$ cat src/rtl/clk_switch_ctrl.sv
// clk_switch_ctrl: break-before-make sequencer driving the one-hot select of the glitch-free clock mux.
// Latency: error / same-index response 1 cycle after accept; a real switch completes OFF_CYCLES+ON_CYCLES+1 cycles after accept.
// Backpressure: req_ready is low while a switch is in flight; requests seen while not ready are dropped, never queued.
// Optional: define CLK_SWITCH_IRQ_EN to add a sticky irq output with an irq_clr input.
module clk_switch_ctrl #(
    parameter int NUM_CLOCKS  = 2,
    parameter int SEL_W       = 1,
    parameter int DEFAULT_SEL = 0,
    parameter int OFF_CYCLES  = 8,
    parameter int ON_CYCLES   = 8,
    parameter int CNT_W       = 8
) (
    input  logic                  clk,
    input  logic                  rst,
    input  logic                  req_valid,
    input  logic [SEL_W-1:0]      req_sel,
    output logic                  req_ready,
    output logic [NUM_CLOCKS-1:0] clk_select,
    output logic [SEL_W-1:0]      cur_sel,
    output logic                  busy,
    output logic                  switch_done,
    output logic                  switch_err
`ifdef CLK_SWITCH_IRQ_EN
    ,
    output logic                  irq,
    input  logic                  irq_clr
`endif
);

    // Parameter sanity: zero-length phases or an undersized index would break the guarantees.
    generate
        if (NUM_CLOCKS < 1) begin : g_bad_num_clocks
            $error("clk_switch_ctrl: NUM_CLOCKS must be at least 1");
        end
        if (SEL_W < 1 || ((SEL_W < 31) && ((1 << SEL_W) < NUM_CLOCKS))) begin : g_bad_sel_w
            $error("clk_switch_ctrl: SEL_W too narrow for NUM_CLOCKS");
        end
        if (DEFAULT_SEL < 0 || DEFAULT_SEL >= NUM_CLOCKS) begin : g_bad_default
            $error("clk_switch_ctrl: DEFAULT_SEL out of range");
        end
        if (CNT_W < 1 || CNT_W > 30) begin : g_bad_cnt_w
            $error("clk_switch_ctrl: CNT_W out of range");
        end
        if (OFF_CYCLES < 1 || OFF_CYCLES > (1 << CNT_W) - 1) begin : g_bad_off
            $error("clk_switch_ctrl: OFF_CYCLES out of range");
        end
        if (ON_CYCLES < 1 || ON_CYCLES > (1 << CNT_W) - 1) begin : g_bad_on
            $error("clk_switch_ctrl: ON_CYCLES out of range");
        end
    endgenerate

    localparam logic [CNT_W-1:0]      OFF_LOAD       = CNT_W'(OFF_CYCLES - 1);
    localparam logic [CNT_W-1:0]      ON_LOAD        = CNT_W'(ON_CYCLES - 1);
    localparam logic [SEL_W-1:0]      DEFAULT_IDX    = SEL_W'(DEFAULT_SEL);
    localparam logic [NUM_CLOCKS-1:0] DEFAULT_ONEHOT = NUM_CLOCKS'(1) << DEFAULT_SEL;

    typedef enum logic [1:0] {
        ST_IDLE  = 2'd0,
        ST_BREAK = 2'd1,
        ST_MAKE  = 2'd2,
        ST_DONE  = 2'd3
    } state_t;

    state_t                  state, state_nxt;
    logic [CNT_W-1:0]        cnt, cnt_nxt;
    logic [SEL_W-1:0]        pend_sel, pend_sel_nxt;
    logic [NUM_CLOCKS-1:0]   clk_select_nxt;
    logic [SEL_W-1:0]        cur_sel_nxt;
    logic                    req_ready_nxt;
    logic                    busy_nxt;
    logic                    switch_done_nxt;
    logic                    switch_err_nxt;
    logic                    accept;
    logic                    req_oor;

    // Next-state and next-output decode; every output is a flop so the mux sees clean edges.
    always_comb begin
        state_nxt       = state;
        cnt_nxt         = cnt;
        pend_sel_nxt    = pend_sel;
        clk_select_nxt  = clk_select;
        cur_sel_nxt     = cur_sel;
        req_ready_nxt   = req_ready;
        busy_nxt        = busy;
        switch_done_nxt = 1'b0;
        switch_err_nxt  = 1'b0;
        accept          = req_valid && req_ready;
        req_oor         = (32'(req_sel) >= 32'(NUM_CLOCKS));

        case (state)
            // DONE behaves like IDLE for acceptance, so a back-to-back request is not lost.
            ST_IDLE, ST_DONE: begin
                state_nxt = ST_IDLE;
                if (accept) begin
                    if (req_oor) begin
                        switch_err_nxt = 1'b1;
                    end else if (req_sel == cur_sel) begin
                        switch_done_nxt = 1'b1;
                    end else begin
                        state_nxt      = ST_BREAK;
                        pend_sel_nxt   = req_sel;
                        clk_select_nxt = '0;
                        busy_nxt       = 1'b1;
                        req_ready_nxt  = 1'b0;
                        cnt_nxt        = OFF_LOAD;
                    end
                end
            end
            // All selects off until the old clock's enable pipeline has drained.
            ST_BREAK: begin
                if (cnt == '0) begin
                    state_nxt      = ST_MAKE;
                    clk_select_nxt = NUM_CLOCKS'(1) << pend_sel;
                    cur_sel_nxt    = pend_sel;
                    cnt_nxt        = ON_LOAD;
                end else begin
                    cnt_nxt = cnt - CNT_W'(1);
                end
            end
            // New select asserted; wait for its enable pipeline to fill before reporting done.
            ST_MAKE: begin
                if (cnt == '0) begin
                    state_nxt       = ST_DONE;
                    switch_done_nxt = 1'b1;
                    busy_nxt        = 1'b0;
                    req_ready_nxt   = 1'b1;
                end else begin
                    cnt_nxt = cnt - CNT_W'(1);
                end
            end
            default: begin
                state_nxt = ST_IDLE;
            end
        endcase
    end

    // State and output registers; reset lands on the default clock even mid-sequence.
    always_ff @(posedge clk or posedge rst) begin
        if (rst) begin
            state       <= ST_IDLE;
            cnt         <= '0;
            pend_sel    <= DEFAULT_IDX;
            clk_select  <= DEFAULT_ONEHOT;
            cur_sel     <= DEFAULT_IDX;
            req_ready   <= 1'b1;
            busy        <= 1'b0;
            switch_done <= 1'b0;
            switch_err  <= 1'b0;
        end else begin
            state       <= state_nxt;
            cnt         <= cnt_nxt;
            pend_sel    <= pend_sel_nxt;
            clk_select  <= clk_select_nxt;
            cur_sel     <= cur_sel_nxt;
            req_ready   <= req_ready_nxt;
            busy        <= busy_nxt;
            switch_done <= switch_done_nxt;
            switch_err  <= switch_err_nxt;
        end
    end

`ifdef CLK_SWITCH_IRQ_EN
    // Sticky interrupt on completion or error; a set coinciding with irq_clr wins.
    always_ff @(posedge clk or posedge rst) begin
        if (rst) begin
            irq <= 1'b0;
        end else if (switch_done || switch_err) begin
            irq <= 1'b1;
        end else if (irq_clr) begin
            irq <= 1'b0;
        end
    end
`endif

endmodule

$ cat config.mk
export PLATFORM = sky130hd
export DESIGN_NAME = clk_switch_ctrl
export DESIGN_NICKNAME = d
export VERILOG_FILES = /design/src/rtl/clk_switch_ctrl.sv
export SDC_FILE = /design/constraint.sdc
export NUM_CORES = 1
export LEC_CHECK = 0
export ABC_AREA = 1
export CORE_MARGIN = 5
export CORE_UTILIZATION = 58
export CTS_BUF_LIST = sky130_fd_sc_hd__clkbuf_8 sky130_fd_sc_hd__clkbuf_16
export DETAILED_ROUTE_END_ITERATION = 10
export PLACE_DENSITY = 0.82
export SLEW_MARGIN = 20
export SYNTH_ARGS = -nofsm -noshare
export SYNTH_HDL_FRONTEND = slang
export SYNTH_SLANG_ARGS = --single-unit
$ cat constraint.sdc
create_clock -name clk -period 2 [get_ports clk]
set_input_delay 0.3 -clock clk [delete_from_list [all_inputs] [get_ports clk]]
set_output_delay 0.3 -clock clk [all_outputs]
set_load 0.005 [all_outputs]
==> summary.log <==
[power_and_ir_drop] maximum VDD drop 0.000554 V
[timing] portion of the clock cycle consumed by the worst path in the final layout 0.789
[floorplan] IO Count 11
[cts] later-pin clock latency in the skew report 250 ps
[placement] sum of net half-perimeters after detailed placement 1570 µm
[synthesis] share of the synthesized area in the top cell type 0.368
[synthesis] synthesized cell area 1020 µm²
[drt] violation count after the first detailed-route iteration 14
[synthesis] leading area contributor after synthesis sky130_fd_sc_hd__dfrtp_1
[drt] Remaining DRCs 0
[synthesis] mean post-synth cell area 7.40 µm²
[cts] Clock transition at path regs 70 ps
[cts] total CTS buffers 3
[cts] root cell of the clock tree sky130_fd_sc_hd__clkbuf_8
[setup_path] cell with the biggest individual delay on the critical path sky130_fd_sc_hd__dfstp_2
[timing] Setup TNS Final 0 ps
[setup_path] largest fanout on the critical path 3
[grt] global-route wire length before repair 3500 µm
[timing] Final setup violation count 0
[setup_path] largest delay contributor family on the critical path flip-flops
[cts] Gates resized, CTS repair 0
[synthesis] number of instances in the synthesized netlist 138
[timing] final hold viol count 0
[floorplan] initial cell density of the core 0.598
[setup_path] CP required 1700 ps
[floorplan] y dimension of the die 52.0 µm
[synthesis] sequential-to-total area share from yosys stat 0.419
[power_and_ir_drop] power per cell area 517 nW/µm²
[synthesis] Synth cell types 27
[setup_path] launching point of the worst reg2reg path state[0]
[setup_path] timing startpoint of the critical path req_ready
[synthesis] most used flip-flop cell after synthesis sky130_fd_sc_hd__dfrtp_1
[drt] Wirelength per Cell 11.5 µm
[synthesis] number of enable flip-flop cells after synthesis 0
[drt] post-DR vias/cell 5.29
[timing] Least-Margin Pin Slew 631 ps
[final_layout] Filler Cell Count 148
[cts] TritonCTS clock tree yes
[placement] weighted congestion at the end of routability-driven global placement 0.825
[floorplan] die boundary width 52.0 µm
[grt] most heavily used metal layer in global routing met2
[setup_path] endpoint class of the critical path output port
[cts] hold_buf cts 0
[final_layout] Antenna diodes 0
[setup_path] endpoint of the worst-slack reg-to-reg timing path cnt[7]
[setup_path] crit-path cells clkdlybuf4s50_1
[final_layout] number of nets in the final layout 158
[timing] setup repair after global routing missed its margin no
[setup_path] logic depth of the worst setup path including buffers 1
[grt] Congestion Overflow GR 0
[cts] Post-CTS Setup Bufs 0
[final_layout] area added between synthesis and finish 14.7%
[cts] H-tree levels 1
[floorplan] Die Outline Area 2700 µm²
[drt] number of detailed-route iterations in the first pass 4
[setup_path] Worst Setup Start Kind flop
[grt] total track usage 0.175
[drt] Final ANT Viol Nets 0
[synthesis] Ys Warns 0
[power_and_ir_drop] Power Total 606 µW
[placement] Buffers on Ports 9
[timing] Slew Limit Fails 0
[power_and_ir_drop] Leakage Power 0.575 nW
[setup_path] reg-to-reg setup timing slack 440 ps
[drt] Vias 920
[grt] global routing usage on met1 0.226
[grt] vias in the first global route 805
[drt] Total Routed Length 2000 µm
[synthesis] Synth area leaders sky130_fd_sc_hd__dfrtp_1, sky130_fd_sc_hd__nand2_1, sky130_fd_sc_hd__inv_1, sky130_fd_sc_hd__nor2_1, sky130_fd_sc_hd__dfstp_2
[timing] min Tclk post-route 1580 ps
[synthesis] total nets after synthesis 146
[cts] number of buffers on the longest clock path 2
[run] max-cap violation count 0
[floorplan] total core area 1710 µm²
[synthesis] number of storage elements in the synthesis netlist 17
[setup_path] worst reg2reg path depth 9
[final_layout] most common cell after layout, fill and taps aside sky130_fd_sc_hd__nand2_1
[hold_path] hold crit path type input port to asynchronous set/reset pin
[status] result of the run finished clean
[final_layout] most frequent cells in the layout sky130_fd_sc_hd__nand2_1, sky130_fd_sc_hd__inv_1, sky130_fd_sc_hd__nor2_1, sky130_fd_sc_hd__dfrtp_1
[cts] clock net sink count 17
[grt] GR Layer Usage met3 0.0544
[setup_path] Worst Path Class, Setup flop to output port
[grt] largest net degree at the start of global routing 18
[setup_path] CP Buf/Inv Count 1
[timing] clock skew 4.69 ps
[floorplan] count of standard-cell rows 15
[setup_path] arrival time reported for the critical path endpoint 1280 ps
[setup_path] worst setup path endpoint req_ready
[timing] highest clock frequency the design can meet 0.634 GHz
[grt] antenna violations before repair 0
[setup_path] max incr delay on CP 540 ps
[grt] global-route track usage on met2 0.262
[timing] Max-slew headroom 0.579
[synthesis] share of flip-flops with an asynchronous set or reset 1.00
[final_layout] layout cell share with drive strength beyond 1 0.0940
-- worst min-delay path by stage --
stage,startpoint,end,cells past startpoint
2_1_floorplan,rst,busy,1
3_3_place_gp,pend_sel,clk_select[0],1
3_5_place_dp,pend_sel,clk_select[0],1
4_1_cts,rst,cnt[7],2
5_1_grt,req_ready,req_ready,2
6_report,rst,cnt[5],2
-- power by group --
part	switching (mW)	total [mW]	internal, mW
logic	0.00902	0.0151	0.00609
clock network	0.111	0.247	0.136
registers	0	0.344	0.344
total	0.120	0.606	0.486
-- cell usage after synthesis (2+ instances only) --
library cell                n
sky130_fd_sc_hd__o21ai_1    2
sky130_fd_sc_hd__ha_1       4
sky130_fd_sc_hd__nand2_2    4
sky130_fd_sc_hd__inv_1     20
sky130_fd_sc_hd__dfstp_2    2
sky130_fd_sc_hd__dfrtp_1   15
sky130_fd_sc_hd__nand4_1    5
sky130_fd_sc_hd__o211ai_1   2
sky130_fd_sc_hd__nand3_1    9
sky130_fd_sc_hd__o21ai_0    8
sky130_fd_sc_hd__nand2_1   35
sky130_fd_sc_hd__nor2_1    17
-- kinds of logic after synthesis --
group           share of synthesized area
simple gates                        0.330
buf+inv                             0.100
compound gates                     0.0980
flops                               0.419
fa+ha+maj                          0.0490
other cells                       0.00367
-- per-stage QoR --
stage / area [µm²] / setup WS, ps / cells / util / hold slack [ps]
floorplan: 1020 / 653 / 138 / - / 225
global placement: 1130 / 388 / 170 / 0.659 / 432
detailed placement: 1130 / 334 / 170 / 0.659 / 445
CTS: 1170 / 415 / 174 / 0.686 / 451
global route: 1170 / 295 / 174 / 0.686 / 486
finish: 1170 / 422 / 174 / 0.686 / 426
-- area by class of cell --
class	count	area (µm²)	share of cell area
Multi-Input combinational cell	97	490	0.419
Sequential cell	17	428	0.365
Timing Repair Buffer	10	97.6	0.0833
Inverter	21	78.8	0.0673
Clock buffer	3	41.3	0.0353
Tap cell	25	31.3	0.0267
Clock inverter	1	3.75	0.00321
-- registers in the layout, indices dropped and copies added, names as in the netlist --
register / cells
cnt: 8
clk_select: 2
state: 2
busy: 1
cur_sel: 1
pend_sel: 1
req_ready: 1
switch_done: 1
-- metal layers --
metal / up-vias / routed length [µm]
met4: 0 / 54
met3: 8 / 129
met1: 420 / 928
met5: - / 0
li1: 463 / -
met2: 29 / 890
(Power assumes the default switching activity.)
